===== src/rtl/handshake_tx_ctrl_pkg.sv =====
// Shared handshake-resync types: the four-phase sender state encoding.
// No latency or backpressure of its own; consumed by the sender control block.
// Only the state typedef is shared so both sides agree on the encoding.
package handshake_tx_ctrl_pkg;

    typedef enum logic [1:0] {
        IDLE         = 2'd0,
        REQ          = 2'd1,
        WAIT_ACK_LOW = 2'd2
    } tx_state_t;

endpackage


===== src/rtl/handshake_tx_ctrl.sv =====
// Four-phase req/ack sender: captures one local word and holds it for the receiving domain.
// Latency: o_req rises the cycle after accept; next accept no sooner than 3 cycles + sync round trip.
// Backpressure: o_ready low whenever a transfer is in flight or a stale ack is still high.
module handshake_tx_ctrl
    import handshake_tx_ctrl_pkg::*;
#(
    parameter int DATA_WIDTH     = 32,
    parameter int TIMEOUT_CYCLES = 1024
) (
    input  logic                  i_clk,
    input  logic                  i_rst,
    input  logic                  i_valid,
    output logic                  o_ready,
    input  logic [DATA_WIDTH-1:0] i_data,
    output logic [DATA_WIDTH-1:0] o_data,
    output logic                  o_req,
    input  logic                  i_ack,
    output logic                  o_busy,
    output logic                  o_timeout,
    input  logic                  i_timeout_clr
);

    localparam int CNT_W = (TIMEOUT_CYCLES > 0) ? $clog2(TIMEOUT_CYCLES + 1) : 1;
    localparam logic [CNT_W-1:0] CNT_MAX = CNT_W'(TIMEOUT_CYCLES);

    tx_state_t             state_q, state_d;
    logic                  req_q, req_d;
    logic [DATA_WIDTH-1:0] data_q, data_d;
    logic                  timeout_q, timeout_d;
    logic [CNT_W-1:0]      stall_cnt_q, stall_cnt_d;
    logic                  accept;
    logic                  timeout_set;

    // A lingering ack from the previous transfer must drop before a new word is taken.
    assign o_ready = (state_q == IDLE) && !i_ack;
    assign accept  = i_valid && o_ready;

    always_comb begin
        state_d     = state_q;
        req_d       = req_q;
        data_d      = data_q;
        timeout_d   = timeout_q;
        stall_cnt_d = stall_cnt_q;
        timeout_set = 1'b0;

        case (state_q)
            IDLE: begin
                if (accept) begin
                    state_d = REQ;
                    req_d   = 1'b1;
                    data_d  = i_data;
                end
            end
            REQ: begin
                if (i_ack) begin
                    state_d = WAIT_ACK_LOW;
                    req_d   = 1'b0;
                end
            end
            WAIT_ACK_LOW: begin
                if (!i_ack) begin
                    state_d = IDLE;
                end
            end
            default: begin
                state_d = IDLE;
                req_d   = 1'b0;
            end
        endcase

        if ((state_d != state_q) || (state_d == IDLE)) begin
            stall_cnt_d = '0;
        end else if (stall_cnt_q != CNT_MAX) begin
            stall_cnt_d = stall_cnt_q + CNT_W'(1);
        end

        // Fire only on the step into the limit so a clear sticks while the counter sits saturated.
        if ((TIMEOUT_CYCLES != 0) && (stall_cnt_q != CNT_MAX) && (stall_cnt_d == CNT_MAX)) begin
            timeout_set = 1'b1;
        end

        if (i_timeout_clr) begin
            timeout_d = 1'b0;
        end
        if (timeout_set) begin
            timeout_d = 1'b1;
        end
    end

    always_ff @(posedge i_clk) begin
        if (i_rst) begin
            state_q     <= IDLE;
            req_q       <= 1'b0;
            data_q      <= '0;
            timeout_q   <= 1'b0;
            stall_cnt_q <= '0;
        end else begin
            state_q     <= state_d;
            req_q       <= req_d;
            data_q      <= data_d;
            timeout_q   <= timeout_d;
            stall_cnt_q <= stall_cnt_d;
        end
    end

    assign o_data    = data_q;
    assign o_req     = req_q;
    assign o_busy    = (state_q != IDLE);
    assign o_timeout = timeout_q;

endmodule


===== config.mk =====
export PLATFORM = sky130hd
export DESIGN_NAME = handshake_tx_ctrl
export DESIGN_NICKNAME = d
export VERILOG_FILES = /design/src/rtl/handshake_tx_ctrl_pkg.sv /design/src/rtl/handshake_tx_ctrl.sv
export SDC_FILE = /design/constraint.sdc
export NUM_CORES = 1
export LEC_CHECK = 0
export CORE_MARGIN = 4
export CORE_UTILIZATION = 29
export DETAILED_ROUTE_END_ITERATION = 6
export DONT_BUFFER_PORTS = 1
export GPL_TIMING_DRIVEN = 0
export REMOVE_ABC_BUFFERS = 1
export SLEW_MARGIN = 30
export SYNTH_ARGS = -nofsm -noshare
export SYNTH_HDL_FRONTEND = slang
export SYNTH_SLANG_ARGS = --single-unit

===== constraint.sdc =====
create_clock -name i_clk -period 4.09 [get_ports i_clk]
set_clock_uncertainty 0.2 [all_clocks]
set_input_delay 0.818 -clock i_clk [delete_from_list [all_inputs] [get_ports i_clk]]
set_output_delay 0.818 -clock i_clk [all_outputs]
set_load 0.03 [all_outputs]

# After elaboration in Yosys (flattened, before gate mapping)
# Index checks and enable logic that the tools add are counted.
word_totals:
  romBits: 0
  latchBits: 0
  mem_bits_rw: 0
  n_memories: 0
  out_inout_bits: 36
  in_bits: 37
  elab_cells: 37
  regBits: 47
classes:
  shift: 0
  mux: 12
  mul: 0
  n_bitwise: 1
  n_reduce_logical: 11
  div: 0
  add_sub_neg: 1
  magnitude_cmp: 0
  n_eq_ne: 7
op_table:
  columns: ["op", "count"]
  rows:
  - ["$mux W11", 2]
  - ["$add A11 B1 Y11 const B", 1]
  - ["$eq A11 B11 Y1 const B", 1]
  - ["$ne A11 B11 Y1 const B", 1]
  - ["$mux W2", 3]
  - ["$pmux W2 S3", 1]
  - ["$mux W1", 5]
  - ["$logic_not A2 Y1", 2]
  - ["$ne A2 B2 Y1 const B", 2]
  - ["$reduce_bool A2 Y1", 2]
  - ["$logic_and A1 B1 Y1", 3]
  - ["$pmux W1 S3", 1]
  - ["$reduce_and A3 Y1", 1]
  - ["$eq A2 B1 Y1 const B", 1]
  - ["$eq A2 B2 Y1 const B", 1]
  - ["$ne A2 B2 Y1", 1]
  - ["$reduce_and A2 Y1", 1]
  - ["$logic_not A1 Y1", 1]
  - ["$logic_or A1 B1 Y1", 1]
  - ["$not A1 Y1", 1]

# Depth between registers and ports, before layout
logic_depth:
  word_depth: 12
  depth_mapped: 7
  ltp_nobuf: 7

# Least setup slack after synthesis
# OpenSTA, ideal clock, no wires.
synth_path:
  kind: "in2out"
  startpoint: "input port i_ack"
  endpoint: "output port o_ready"
  required_ns: 3.072
  path_buffers: 1
  cell_stages: 2
  path_slack_ns: 1.446
  t_arrival_ns: 1.626
  cell_sequence: "buf_2 -> nor3_1"
synth_via:
  elab_chain_len: 2
synth_lines:
  columns: ["element", "line_no", "text"]
  rows:
  - ["from (decl)", "handshake_tx_ctrl.sv:17", "input logic i_ack,"]
  - ["$logic_not A1 Y1", null, null]
  - ["$logic_and A1 B1 Y1", "handshake_tx_ctrl.sv:35", "assign o_ready = (state_q == IDLE) && !i_ack;"]
  - ["to (decl)", "handshake_tx_ctrl.sv:13", "output logic o_ready,"]
# Every way passes these cells.

# Worst setup path after layout
layout_path:
  startpoint: "register state_q[1]"
  endpoint: "output port o_ready"
layout_via:
  elab_chain_len: 2
layout_lines:
  columns: ["element", "line_no", "text"]
  rows:
  - ["from (decl)", "handshake_tx_ctrl.sv:26", "tx_state_t state_q, state_d;"]
  - ["from (signal assigned)", "handshake_tx_ctrl.sv:98", "state_q <= state_d;"]
  - ["$logic_not A2 Y1", "handshake_tx_ctrl.sv:35", null]
  - ["$logic_and A1 B1 Y1", "handshake_tx_ctrl.sv:35", null]
# Every way passes these cells.

==> key figures <==
Clock network
  – Setup bufs post-CTS: 0
  – CTS tree: done
  – Clock Latency Late Sink: 300 ps
  – Total clock sinks: 47
  – PostCTS Resize Cnt: 0
  – Clock root buffer: clkbuf_8
  – H-tree levels: 2
  – Hold_buf cts: 0
  – CTS Buffer Depth: 2
  – TritonCTS buffer count: 5
  – Reg clk slew, reported paths: 80 ps

Yosys
  – Main combinational cell family by area after synthesis: simple AND/OR/NAND/NOR gates
  – Number of flops mapped to enable cells by yosys: 0
  – Seq cells post-synth: 47
  – Compound-gate portion of the synthesized area: roughly an eighth
  – Ys flop type: dfxtp_1
  – XOR/XNOR Fraction of Synth Area: 4.98%
  – Post-synthesis adder-cell area fraction: 1.29%
  – Async set or reset register ratio after synthesis: 0%
  – Simple-Gate Fraction of Synth Area: between 20 and 30%
  – Post-Syn Instances: 240
  – Mapped Area: 1930 um^2
  – Netlist cell types: 37
  – Sequential area share after synthesis: 48.7%
  – Syn avg cell area: 8.05 um^2
  – Synthesis Warnings: 0
  – Mux share of post-synthesis cell area: 0%

Cells and area
  – FILL cells: 656
  – Finished Core Util: roughly a third
  – Layout area overhead: 7.96%
  – ANT cells: 0
  – Layout cells sized above 1: 7.20%
  – Nets: between 200 and 300

Power
  – Switch share: 27.5%
  – Sequential power share: between 60% and 70%
  – PwrDens: 406 nW/um^2
  – Internal: 0.615 mW
  – Comb power frac: 5.2%
  – Worst vdd ir: 0.000144 V
  – P_sw: around 0.23 mW
  – Leakage: slightly below 0.7 nW
  – Clock Power Share: 33.7%

GRT
  – Vias in the first global route: ~1400
  – Met3 usage: around 5.7%
  – GR Util met1: 12.3%
  – Total grt overflow: 0
  – Pin count of the biggest net entering global routing: 39
  – Grt met2 use: 16.3%
  – First-pass GRT wire length: 6620 um
  – Gr busiest metal: met2
  – Initial antenna violation count: 0
  – Total GRT Usage: 10.6%

Floorplan
  – Die footprint: between 8000 and 9000 um^2
  – Die Y: around 90 um
  – Placeable Area: around 6400 um^2
  – IO Count: 73
  – Starting Density: 30.1%
  – Die Width: 89.6 um
  – # rows: 29

Critical path
  – CP endpoint kind: output pin
  – FF-to-FF End: o_timeout
  – Cell breakdown of the critical path: nor3_1
  – CP max FO: 11
  – Worst path slowest cell: nor3_1
  – Crit path largest cell delay: 780 ps
  – Startpoint of the worst register-to-register path: stall_cnt_q[0]
  – Crit start category: flop
  – CP bufs+invs: 0
  – Cell family with most CP delay: simple AND/OR/NAND/NOR gates
  – Setup CP Type: flop to output pin
  – CP startpoint: state_q[1]
  – Critical Path RT: 3070 ps
  – CP arrival: 1510 ps
  – Reg2reg setup slack: roughly 1900 ps
  – CP Depth: 1
  – R2R depth: 5
  – Crit path to: o_ready

Drt
  – Final WL: 4160 um
  – Vias: 1534
  – Via/cell ratio: 4.90
  – Router iterations before antenna repair: 4
  – Post-DRT Antenna Nets: 0
  – Initial DRC count: 33
  – DR WL/cell: 13.3 um
  – Post-route DRC: 0

Timing
  – Least-Margin Pin Slew: 891 ps
  – RSZ-0062 raised after global routing: no
  – Hold WS: 320 ps
  – Final setup fails: 0
  – Worst rel slew slack: 40.1%
  – Final min period: 2530 ps
  – Tcrit/Tclk final: between 60% and 70%
  – Max-slew violation count: 0
  – Fmax: 395 MHz
  – Final Hold Fails: 0
  – Setup WS post-layout: 1560 ps
  – Setup TNS Final: 0 ps

Status
  – Status: complete, no violations

Placed design
  – Pre-CTS setup slack: around 1600 ps
  – Placer Congestion: about 0.81
  – Detailed Place HPWL: a little under 3000 um
  – I/O Buffers: 0

Flow run
  – Max Cap Viol: 0

Hold path
  – Worst Hold Class: flop to flop
==> worst min path at each step <==
stage	end	depth (start not counted)	start	slack (ps)
after CTS	stall_cnt_q[10]	2	stall_cnt_q[10]	320
after floorplan	stall_cnt_q[10]	2	stall_cnt_q[10]	270
after global placement	stall_cnt_q[10]	2	stall_cnt_q[10]	300
after detailed placement	stall_cnt_q[10]	2	stall_cnt_q[10]	310
after global routing	o_data[5]	1	i_rst	340
final	stall_cnt_q[10]	2	stall_cnt_q[10]	320
==> cell usage after synthesis, types with 3 or more instances <==
| library cell | number | area, um^2 |
|---|---|---|
| buf_2 | 6 | 30.0 |
| nand4_1 | 4 | 25.0 |
| clkbuf_1 | 8 | 30.0 |
| xor2_1 | 4 | 35.0 |
| dfxtp_1 | 47 | 941 |
| nand2_1 | 70 | 263 |
| xnor2_1 | 7 | 61.3 |
| nor2_1 | 18 | 67.6 |
| o21ai_0 | 3 | 15.0 |
| a21oi_1 | 36 | 180 |
| inv_1 | 5 | 18.8 |
==> through the flow <==
stage          cell area (um^2)  cells  total power [mW]
2_1_floorplan              1870    226             0.560
6_report                   2090    313             0.848
5_1_grt                    2090    313             0.891
3_5_place_dp               2000    305             0.575
3_3_place_gp               1970    303             0.571
4_1_cts                    2090    313             0.864
==> kinds of logic (layout without fill, tap and decap cells) <==
| kind of cell | Yosys count | in the layout |
|---|---|---|
| AO/OA/AOI/OAI | 46 | 46 |
| buffers and inverters | 19 | 15 |
| XOR/XNOR | 11 | 11 |
| flip-flops | 47 | 47 |
| AND/OR/NAND/NOR | 115 | 115 |
| adder cells (fa/ha/maj) | 2 | 2 |
==> registers in the layout, summed over array words and instances, names as in the netlist <==
register     flops
o_timeout        1
o_data          32
stall_cnt_q     11
o_req            1
state_q          2
==> power groups by stage <==
stage | clock, mW | combinational (mW) | sequential, mW
after floorplan | 0 | 0.0350 | 0.525
after global placement | 0 | 0.0417 | 0.529
after detailed placement | 0 | 0.0453 | 0.530
after CTS | 0.299 | 0.0452 | 0.519
after global routing | 0.318 | 0.0513 | 0.521
final | 0.285 | 0.0439 | 0.518
==> per-layer routing <==
metal / routed length [um] / up-vias
li1: - / 788
met1: 1750 / 699
met2: 1980 / 43
met3: 393 / 4
met4: 40 / 0
met5: 0 / -
==> final cells by class <==
type | count | area [um^2] | area share [%]
flip-flops and latches | 47 | 941 | 45.1
multi-input cells | 174 | 922 | 44.2
well taps | 77 | 96.3 | 4.62
clock buffers | 6 | 72.6 | 3.48
repair buffers | 2 | 18.8 | 0.899
inverters | 5 | 18.8 | 0.899
clock inverters | 2 | 17.5 | 0.839
==> cells in the final DEF (no fill, tap or decap), types with 2 or more instances in the layout <==
| cell | Yosys | layout |
|---|---|---|
| a21oi_1 | 36 | 36 |
| xor2_1 | 4 | 4 |
| dfxtp_1 | 47 | 47 |
| nor3_1 | 2 | 2 |
| inv_1 | 5 | 5 |
| o21ai_0 | 3 | 3 |
| nor3b_1 | 2 | 2 |
| xnor2_1 | 7 | 7 |
| nor4_1 | 2 | 2 |
| nand4_1 | 4 | 4 |
| nor4b_1 | 2 | 2 |
| ha_1 | 2 | 2 |
| clkinv_4 | 0 | 2 |
| and4_1 | 2 | 2 |
| nor2_1 | 18 | 18 |
| clkbuf_8 | 0 | 5 |
| nand2_1 | 70 | 70 |
Note: power is estimated with default switching activity, not from simulation.
